<file path="src/rtl/button_request_latch.sv">
// Synchronises, debounces and latches raw elevator hall/car buttons into sticky
// request vectors. Optional macro REQ_CANCEL_EN: re-pressing a set car button cancels it.
module button_request_latch #(
    parameter int DEBOUNCE_CYCLES = 10,
    parameter int CNT_W           = 4
) (
    input  logic        clk,
    input  logic        reset,
    input  logic [13:0] rawFloorButton,
    input  logic [9:1]  rawInternalButton,
    input  logic [13:0] nextFloorButton,
    input  logic [9:1]  nextInternalButton,
    output logic [13:0] floorButton,
    output logic [9:1]  internalButton,
    output logic        newRequest,
    output logic [4:0]  pendingCount
);

    localparam int NUM_RAW = 23;
    localparam int NUM_LAT = 21;
    // Floor 1 has no down button and floor 7 has no up button.
    localparam logic [NUM_LAT-1:0] VALID_MASK = 21'h1F_EFFD;
    localparam logic [CNT_W-1:0]   CNT_LAST   = CNT_W'(DEBOUNCE_CYCLES - 1);
    localparam logic [CNT_W-1:0]   CNT_ONE    = CNT_W'(1);

    logic [NUM_RAW-1:0] raw_all;
    logic [NUM_RAW-1:0] sync1_q, sync1_d;
    logic [NUM_RAW-1:0] sync2_q, sync2_d;
    logic [NUM_RAW-1:0] stable_q, stable_d;
    logic [CNT_W-1:0]   cnt_q [NUM_RAW];
    logic [CNT_W-1:0]   cnt_d [NUM_RAW];
    logic [NUM_LAT-1:0] stable_prev_q, stable_prev_d;
    logic [NUM_LAT-1:0] press_q, press_d;
    logic [NUM_LAT-1:0] latch_q, latch_d;
    logic [NUM_LAT-1:0] latch_prev_q, latch_prev_d;
    logic [NUM_LAT-1:0] next_all;
    logic [NUM_LAT-1:0] clear;
    logic               new_req_q, new_req_d;
    logic [4:0]         pend_q, pend_d;
    logic               unused_next;

    // Bits [13:0] hall, [20:14] car floors 1-7, [22:21] door open/close.
    assign raw_all     = {rawInternalButton, rawFloorButton};
    assign next_all    = {nextInternalButton[7:1], nextFloorButton};
    assign unused_next = ^nextInternalButton[9:8];

    always_comb begin
        // NOTE: every comb output gets a default first so no path can infer a latch.
        sync1_d  = raw_all;
        sync2_d  = sync1_q;
        stable_d = stable_q;
        cnt_d    = cnt_q;
        for (int i = 0; i < NUM_RAW; i++) begin
            if (sync2_q[i] == stable_q[i]) begin
                cnt_d[i] = '0;
            end else if (cnt_q[i] == CNT_LAST) begin
                stable_d[i] = sync2_q[i];
                cnt_d[i]    = '0;
            end else begin
                cnt_d[i] = cnt_q[i] + CNT_ONE;
            end
        end
        stable_prev_d = stable_q[NUM_LAT-1:0];
        press_d       = stable_q[NUM_LAT-1:0] & ~stable_prev_q;
    end

    always_comb begin
        clear = latch_q & ~next_all;
`ifdef REQ_CANCEL_EN
        // A press on an already-set car bit toggles it off, even against a coincident clear.
        latch_d = (press_q | (latch_q & ~clear)) & ~(press_q & latch_q & 21'h1F_C000);
`else
        latch_d = press_q | (latch_q & ~clear);
`endif
        latch_d      = latch_d & VALID_MASK;
        latch_prev_d = latch_q;
        new_req_d    = |(latch_q & ~latch_prev_q);
        pend_d       = '0;
        for (int i = 0; i < NUM_LAT; i++) begin
            pend_d = pend_d + {4'b0000, latch_d[i]};
        end
    end

    // NOTE: sequential state uses non-blocking assignments so all flops update together.
    always_ff @(posedge clk or negedge reset) begin
        if (!reset) begin
            sync1_q       <= '0;
            sync2_q       <= '0;
            stable_q      <= '0;
            stable_prev_q <= '0;
            press_q       <= '0;
            latch_q       <= '0;
            latch_prev_q  <= '0;
            new_req_q     <= 1'b0;
            pend_q        <= '0;
            // NOTE: the counter array is ordinary flops, not RAM, so it is reset like the rest.
            for (int i = 0; i < NUM_RAW; i++) begin
                cnt_q[i] <= '0;
            end
        end else begin
            sync1_q       <= sync1_d;
            sync2_q       <= sync2_d;
            stable_q      <= stable_d;
            cnt_q         <= cnt_d;
            stable_prev_q <= stable_prev_d;
            press_q       <= press_d;
            latch_q       <= latch_d;
            latch_prev_q  <= latch_prev_d;
            new_req_q     <= new_req_d;
            pend_q        <= pend_d;
        end
    end

    assign floorButton    = latch_q[13:0];
    assign internalButton = {stable_q[22:21], latch_q[20:14]};
    assign newRequest     = new_req_q;
    assign pendingCount   = pend_q;

endmodule

</file>
<file path="config.mk">
export PLATFORM = sky130hd
export DESIGN_NAME = button_request_latch
export DESIGN_NICKNAME = d
export VERILOG_FILES = /design/src/rtl/button_request_latch.sv
export SDC_FILE = /design/constraint.sdc
export NUM_CORES = 1
export LEC_CHECK = 0
export ABC_CLOCK_PERIOD_IN_PS = 6000
export CORE_MARGIN = 2
export CORE_UTILIZATION = 25
export CTS_CLUSTER_DIAMETER = 30
export DETAILED_ROUTE_END_ITERATION = 7
export PLACE_DENSITY = 0.39
export SYNTH_ARGS = -nofsm -noshare
export SYNTH_HDL_FRONTEND = slang
export SYNTH_SLANG_ARGS = --single-unit
</file>
<file path="constraint.sdc">
create_clock -name clk -period 6 [get_ports clk]
set_input_delay 1.2 -clock clk [delete_from_list [all_inputs] [get_ports clk]]
set_output_delay 1.2 -clock clk [all_outputs]
set_load 0.01 [all_outputs]
</file>
# Word level (Yosys, flattened, before mapping)
# Index checks and enable logic that the tools add are counted.
# op_classes
eq_ne	46
addsub	41
bitwise_logic	32
reduce_logical	24
muxes	46
# ops
cell	count
$mux W4	46
$add A4 B1 Y4 const B	23
$eq A4 B4 Y1 const B	23
$and A21 B21 Y21	4
$not A21 Y21	4
$add A5 B1 Y5	14
$reduce_and A2 Y1	23
$eq A1 B1 Y1	23
$not A1 Y1	23
$or A21 B21 Y21	1
$reduce_or A21 Y1	1
$add A4 B1 Y5	1
$add A3 B1 Y4	1
$add A2 B1 Y3	1
$add A1 B1 Y2	1
# totals
output_inout_bits	29
ff_bits	247
word_cells	243
input_bits	48

# Depth between registers and ports, before layout
# Gate-level depths: netlist of run 1.
# logic_depth
word_depth	23
ltp_mapped	14
mapped_depth_nobuf	14

# Worst setup path before layout of run 1
# Ideal clock, no wire load.
# synth_timing
kind	input to register
start	in nextFloorButton[0]
end	reg pend_q[4] (netlist: pendingCount[4])
setup_ps	118
cell_stages	14
path_slack_ps	863
arrival_time_ps	5019
path_buffers	0
required_time_ps	5882
cell_sequence	a21o_1 > fa_1 > inv_1 > fa_1 > inv_1 > fa_1 > fa_1 > inv_1 > fa_1 > fa_1 > inv_1 > fa_1 > a21o_1 > a21o_1
# synth_between
elab_chain_cells	23
# synth_lines
item	line_no	text
start: declaration	11	input logic [13:0] nextFloorButton,
$not A21 Y21	68	clear = latch_q & ~next_all;
$and A21 B21 Y21	68	
$not A21 Y21	73	latch_d = press_q | (latch_q & ~clear);
$and A21 B21 Y21	73	
$or A21 B21 Y21	73	
$add A1 B1 Y2	80	pend_d = pend_d + {4'b0000, latch_d[i]};
$add A2 B1 Y3	80	
$add A3 B1 Y4	80	
$add A4 B1 Y5	80	
$add A5 B1 Y5 (14 in series)	80	
via pend_d[4]	39	logic [4:0] pend_q, pend_d;
end signal: assignment	110	pend_q <= pend_d;
end: declaration	39	
# The timed path passes the listed nets, and every way through them passes these cells.
# A chain may end at the register's enable or synchronous reset.

# Worst setup path in the final report of run 1
# layout_timing
start	in nextFloorButton[0]
end	reg pend_q[4] (netlist: pendingCount[4])
# layout_between
elab_chain_cells	23
# layout_lines
item	line_no	text
$not A21 Y21	68	
$and A21 B21 Y21	68	
$not A21 Y21	73	
$and A21 B21 Y21	73	
$or A21 B21 Y21	73	
via latch_d[0]	34	logic [NUM_LAT-1:0] latch_q, latch_d;
$add A1 B1 Y2	80	
$add A2 B1 Y3	80	
$add A3 B1 Y4	80	
$add A4 B1 Y5	80	
$add A5 B1 Y5 (14 in series)	80	
via pend_d[4]	39	
# The timed path passes the listed nets, and every way through them passes these cells.

==> metrics, run 1 <==
outcome finished, final reports clean; Leakage 6.11 nW; Yosys top cell area share between 60% and 70%; DR vias 5108; Syn. warnings 0; Die X 191 µm; Longest Clk Path Bufs 3; Setup CP Type primary input to register; Layout area overhead 42.3%; placed instance area approximately 0.010 mm²; Slew Viols, Final 0; top cells by count, synth dfrtp_1, nor2_1, inv_1; Synth Flop Type dfrtp_1; number of fillers in the final layout about 3300; most instantiated library cell after synthesis dfrtp_1; unrepaired setup endpoints after global routing no; Final min period roughly 5.2 ns; Yosys top cell by area dfrtp_1; clock tree sinks 229; final instance area ~0.012 mm²; post-synth cell types 28; Arr. time, crit path 5.61 ns; final setup fails 0; crit end category register; drt first pass iters 4; Cell Chain, Critical Path clkdlybuf4s50_1 -> a21o_1 -> fa_1 -> inv_1 -> fa_1 -> inv_1 -> fa_1 -> fa_1 -> inv_1 -> fa_1 -> fa_1 -> inv_1 -> fa_1 -> a21o_1 -> a21o_1; Setup Skew ~0.016 ns; # port buffers between 60 and 70; vias per cell approximately 4; Post-Syn Area 0.00877 mm²; Worst-path clk slew ~0.040 ns; largest net degree at the start of global routing about 130; Synth Instances 656; Avg Cell Area, Syn roughly 13 µm²; gr ovfl total 0; Routed WL between 15000 and 20000 µm; post-CTS setup buffer count 0; # H-tree levels 3; Seq cells post-synth 229; initial antenna violation count 0; Power Density 488 mW/mm²; Initial DRC Count between 100 and 150; final routed DRC violation total 0; worst slew pin tran 0.765 ns; maxcap violations 0; DR WL/cell 13.1 µm; Crit-path slowest cell fa_1; Fin Hold WS 0.341 ns; cts hold-fix bufs 0; # diodes 0; crit path buf inv count 5; Worst Hold Class register to register; Hold Violations, Final 0; DP HPWL between 10000 and 15000 µm; Synth area leaders dfrtp_1, ha_1, nor2_1; CTS root buf clkbuf_16; All-Layer GR Usage 10.1%; GPL Wtd Cong 0.678; crit share post-route just under 90%; first-pass GRT wire length 28900 µm; # IOs 77; Worst Path Required 6.42 ns; Worst setup SP type primary input; Starting Density 25.4%; CTS tree built; post_cts resized 0; fin nets 892; Max VDD drop 0.000233 V; Fmax achieved 193 MHz; slew margin rel. 49.0%; Async S/R FF share, synth between 90% and 100%; Rows 68; height of the die roughly 190 µm; clock network latency to the later pin of the worst-skew pair between 0.5 and 0.6 ns; post-synthesis sequential area ratio 65.3%; area of the die 0.0366 mm²; TritonCTS Buffers 68; Detail Route Antenna Nets 0; CP delay by family, top adder cells; share of post-route cells with drive strength above 1 roughly 17%; vias in the first global route ~5900; largest fanout on the critical path 2; number of synthesized flops with an enable pin 0; core area 0.0345 mm²; CP peak stage delay 0.55 ns; post-route setup TNS 0 ns; CP most frequent cell fa_1
==> kinds of logic after synthesis <==
group | Yosys count | synth area share (%)
adders and majority gates | 52 | 8.53
DFF | 229 | 65.3
muxes | 23 | 2.97
xor gates and xnor gates | 60 | 5.99
and+or+nand+nor | 183 | 10.7
buffers and inverters | 59 | 2.70
AOI/OAI and AO/OA | 49 | 3.68
other | 1 | 0.0428
==> sequential cells by signal, summed over array words and instances (netlist names), 19 cells and up <==
| signal | cells |
|---|---|
| cnt_q | 84 |
| stable_q | 21 |
| sync1_q | 21 |
| latch_prev_d | 19 |
| press_q | 19 |
| stable_prev_q | 19 |
| sync2_q | 21 |
| latch_prev_q | 19 |
==> path summary, 6_finish.rpt <==
path / from / endpoint / slack (ns) / cells after the start
hold reg to reg: sync1_q[20] / sync2_q[20] / 0.34 / 0
setup / recovery: nextFloorButton[0] / pendingCount[4] / 0.81 / 15
setup reg to reg: latch_prev_d[0] / pendingCount[4] / 1.49 / 14
min in group asynchronous: reset / cnt_q[59] / 0.64 / 1
max in group asynchronous: reset / cnt_q[73] / 4.04 / 2
hold / removal: sync1_q[20] / sync2_q[20] / 0.34 / 0
==> final cells by class <==
class / count / area [µm²] / share of cell area, %
multi-input combinational: 369 / 2810 / 22.5
sequential: 229 / 5730 / 45.9
clock inverter: 32 / 465 / 3.73
timing repair buffer: 69 / 706 / 5.65
inverter: 55 / 206 / 1.65
tap: 455 / 569 / 4.56
clock buffer: 92 / 2000 / 16.0
==> metal layers <==
| layer | vias to the layer above | global-route usage, % | wire length, µm |
|---|---|---|---|
| li1 | 2410 | - | - |
| met1 | 2513 | 10.9 | 6710 |
| met2 | 133 | 16.7 | 8600 |
| met3 | 52 | 4.19 | 1090 |
| met4 | 0 | 5.56 | 632 |
| met5 | - | 0 | 0 |
==> per-stage QoR <==
step	power [W]	util [%]	cells	setup slack, ns
3_3_place_gp	0.00234	29.0	1177	0.225
6_report	0.00609	36.1	1301	0.814
2_1_floorplan	0.00214	-	657	0.863
4_1_cts	0.00621	36.1	1301	0.802
5_1_grt	0.00640	36.1	1301	0.659
3_5_place_dp	0.00238	29.0	1177	0.238
==> worst register-to-register path, cell delays in order, from the launching register on <==
cell,delay (ns)
dfrtp_1,0.41
a21o_1,0.22
fa_1,0.55
inv_1,0.06
fa_1,0.52
inv_1,0.05
fa_1,0.49
fa_1,0.53
inv_1,0.05
fa_1,0.53
fa_1,0.17
inv_1,0.06
fa_1,0.39
a21o_1,0.19
a21o_1,0.16
==> power by group <==
group,internal (W),switching (W),total [W]
registers,0.00171,0.000127,0.00184
clock network,0.00277,0.000977,0.00375
logic,0.000245,0.000260,0.000506
total,0.00473,0.00136,0.00609
==> cell usage in the layout, fill, tap and decap left out, types with 4 or more instances in the layout <==
master and instances:
clkbuf_16 71, ha_1 39, o21ai_0 9, mux2_2 20, dfrtp_1 229, xor2_1 33
a22oi_1 5, clkdlybuf4s50_1 67, nand3_1 17, nand3b_1 20, o22ai_1 4, nand2_1 26
nand2b_1 10, bufinv_16 11, a21o_1 19, clkinv_2 17, clkbuf_8 14, clkbuf_1 7
a21oi_1 9, nor2_1 80, nor2b_1 19, nand2b_4 4, xnor2_1 27, fa_1 13
inv_1 55, nor3b_2 4
No activity file was read; power rests on OpenSTA's default activity.
==> run 2: changes to the inputs <==
Settings changed: CORE_UTILIZATION 25 to 57, PLACE_DENSITY 0.39 to 0.77.
==> run 2 against run 1 <==
  * Critical path depth did not move
  * Largest power group unchanged
  * Largest cell class unchanged
  * Non-clock buffer count up 1
  * Critical endpoint unchanged
  * Wire length is 12% lower
==> metrics, run 2 (same netlist as run 1, synthesis figures left out) <==
Worst-path clk slew roughly 0.05 ns; Worst Path Required 6.39 ns; first-pass GRT wire length 25600 µm; # port buffers about 70; slew margin rel. 30.4%; Final min period approximately 5.2 ns; met1 wire length roughly 6300 µm; Fmax achieved between 150 and 200 MHz; worst slew pin tran 1.04 ns; met3 wire length 560 µm; Layout area overhead 28.5%; post_cts resized 0; DR vias 4988; Reg2Reg Depth 14; largest fanout on the critical path 2; hold path depth 0; vias per cell 5.06; most frequent cells in the layout dfrtp_1, nor2_1, clkdlybuf4s50_1; outcome finished, final reports clean; Leakage between 5 and 6 nW; core area 0.0151 mm²; crit end category register; fin nets between 800 and 900; Die X 128 µm; clock network latency to the later pin of the worst-skew pair 0.50 ns; final routed DRC violation total 0; Setup CP Type primary input to register; Slew Viols, Final 0; Cell Chain, Critical Path clkdlybuf4s50_1 -> a21o_1 -> fa_1 -> inv_1 -> fa_1 -> inv_1 -> fa_1 -> fa_1 -> inv_1 -> fa_1 -> fa_1 -> inv_1 -> fa_1 -> a21o_1 -> a21o_1; Power Density 438 mW/mm²; leading cell type in the layout, fill and taps excluded dfrtp_1; initial antenna violation count 0; R2R Path End pendingCount[4]; DR WL/cell around 15 µm; Hold Violations, Final 0; gr ovfl total 0; Longest Clk Path Bufs 3; cts hold-fix bufs 0; Reg2Reg Setup Slack 1.43 ns; area of the die 0.0164 mm²; clock tree sinks 229; Reg with most FFs cnt_q; crit share post-route ~87%; Setup Skew 0.00944 ns; CTS tree built; Max VDD drop around 0.00028 V; max reg flops 84; CP delay by family, top adder cells; maxcap violations 0; Final WS setup 0.751 ns; post-CTS setup buffer count 0; Arr. time, crit path 5.64 ns; # IOs between 70 and 80; # H-tree levels 2; final setup fails 0; GPL Wtd Cong 0.716; vias in the first global route 5580; final instance area 0.0113 mm²; Worst setup SP type primary input; drt first pass iters 4; DP HPWL approximately 9700 µm; crit path buf inv count 5; post-route setup TNS 0 ns; height of the die 128 µm; HP Start sync1_q[13]; TritonCTS Buffers 42; CTS root buf clkbuf_16; Post-Place Setup Slack 0.252 ns; CP most frequent cell fa_1; placed instance area just under 0.01 mm²; Initial DRC Count 233; Rows 45; Hold EP sync2_q[13]; largest net degree at the start of global routing 145; # diodes 0; Starting Density 58.1%; Detail Route Antenna Nets 0; Top Layer Used met4; Critical R2R Launch latch_prev_d[0]; Routed WL approximately 15000 µm; CP peak stage delay ~0.55 ns; Crit-path slowest cell fa_1; Worst Hold Class register to register; unrepaired setup endpoints after global routing no; total power ~0.005 W; All-Layer GR Usage a little under 20%; share of post-route cells with drive strength above 1 12.5%; WL met2 7790 µm
run 2: power by group:
group / internal [W] / switching, W
clock network: 0.00186 / 0.000729
logic: 0.000248 / 0.000266
registers: 0.00171 / 0.000124
run 2: layout make-up:
class                   instances  area (µm²)
clock inverters                13         300
well taps                     188         235
multi-input cells             369        2810
repair buffers                 70         701
inverters                      55         206
fillers                       926        3820
flip-flops and latches        229        5730
clock buffers                  62        1290
run 2: metrics by stage:
stage	utilization, %	cells	hold slack (ns)
after detailed placement	64.1	911	0.335
after global routing	74.7	986	0.353
after global placement	64.1	911	0.332
final	74.7	986	0.344
after CTS	74.7	986	0.345
after floorplan	-	657	0.331
run 2: worst max path at each step:
stage | start | endpoint | depth (start not counted)
floorplan | nextFloorButton[0] | pendingCount[4] | 14
global placement | nextFloorButton[0] | pendingCount[4] | 15
detailed placement | nextFloorButton[0] | pendingCount[4] | 15
finish | nextFloorButton[0] | pendingCount[4] | 15
CTS | nextFloorButton[0] | pendingCount[4] | 15
global route | nextFloorButton[0] | pendingCount[4] | 15
run 2: per-layer routing:
| metal | track usage [%] | up-vias |
|---|---|---|
| li1 | - | 2339 |
| met1 | 23.7 | 2521 |
| met2 | 34.6 | 95 |
| met3 | 4.55 | 33 |
| met4 | 8.27 | 0 |
| met5 | 0 | - |
==> run 3: changes to the inputs <==
Settings changed: GPL_ROUTABILITY_DRIVEN set to 0.
==> results of run 3 <==
Final layout, timing and power as in run 2 (identical DEF).
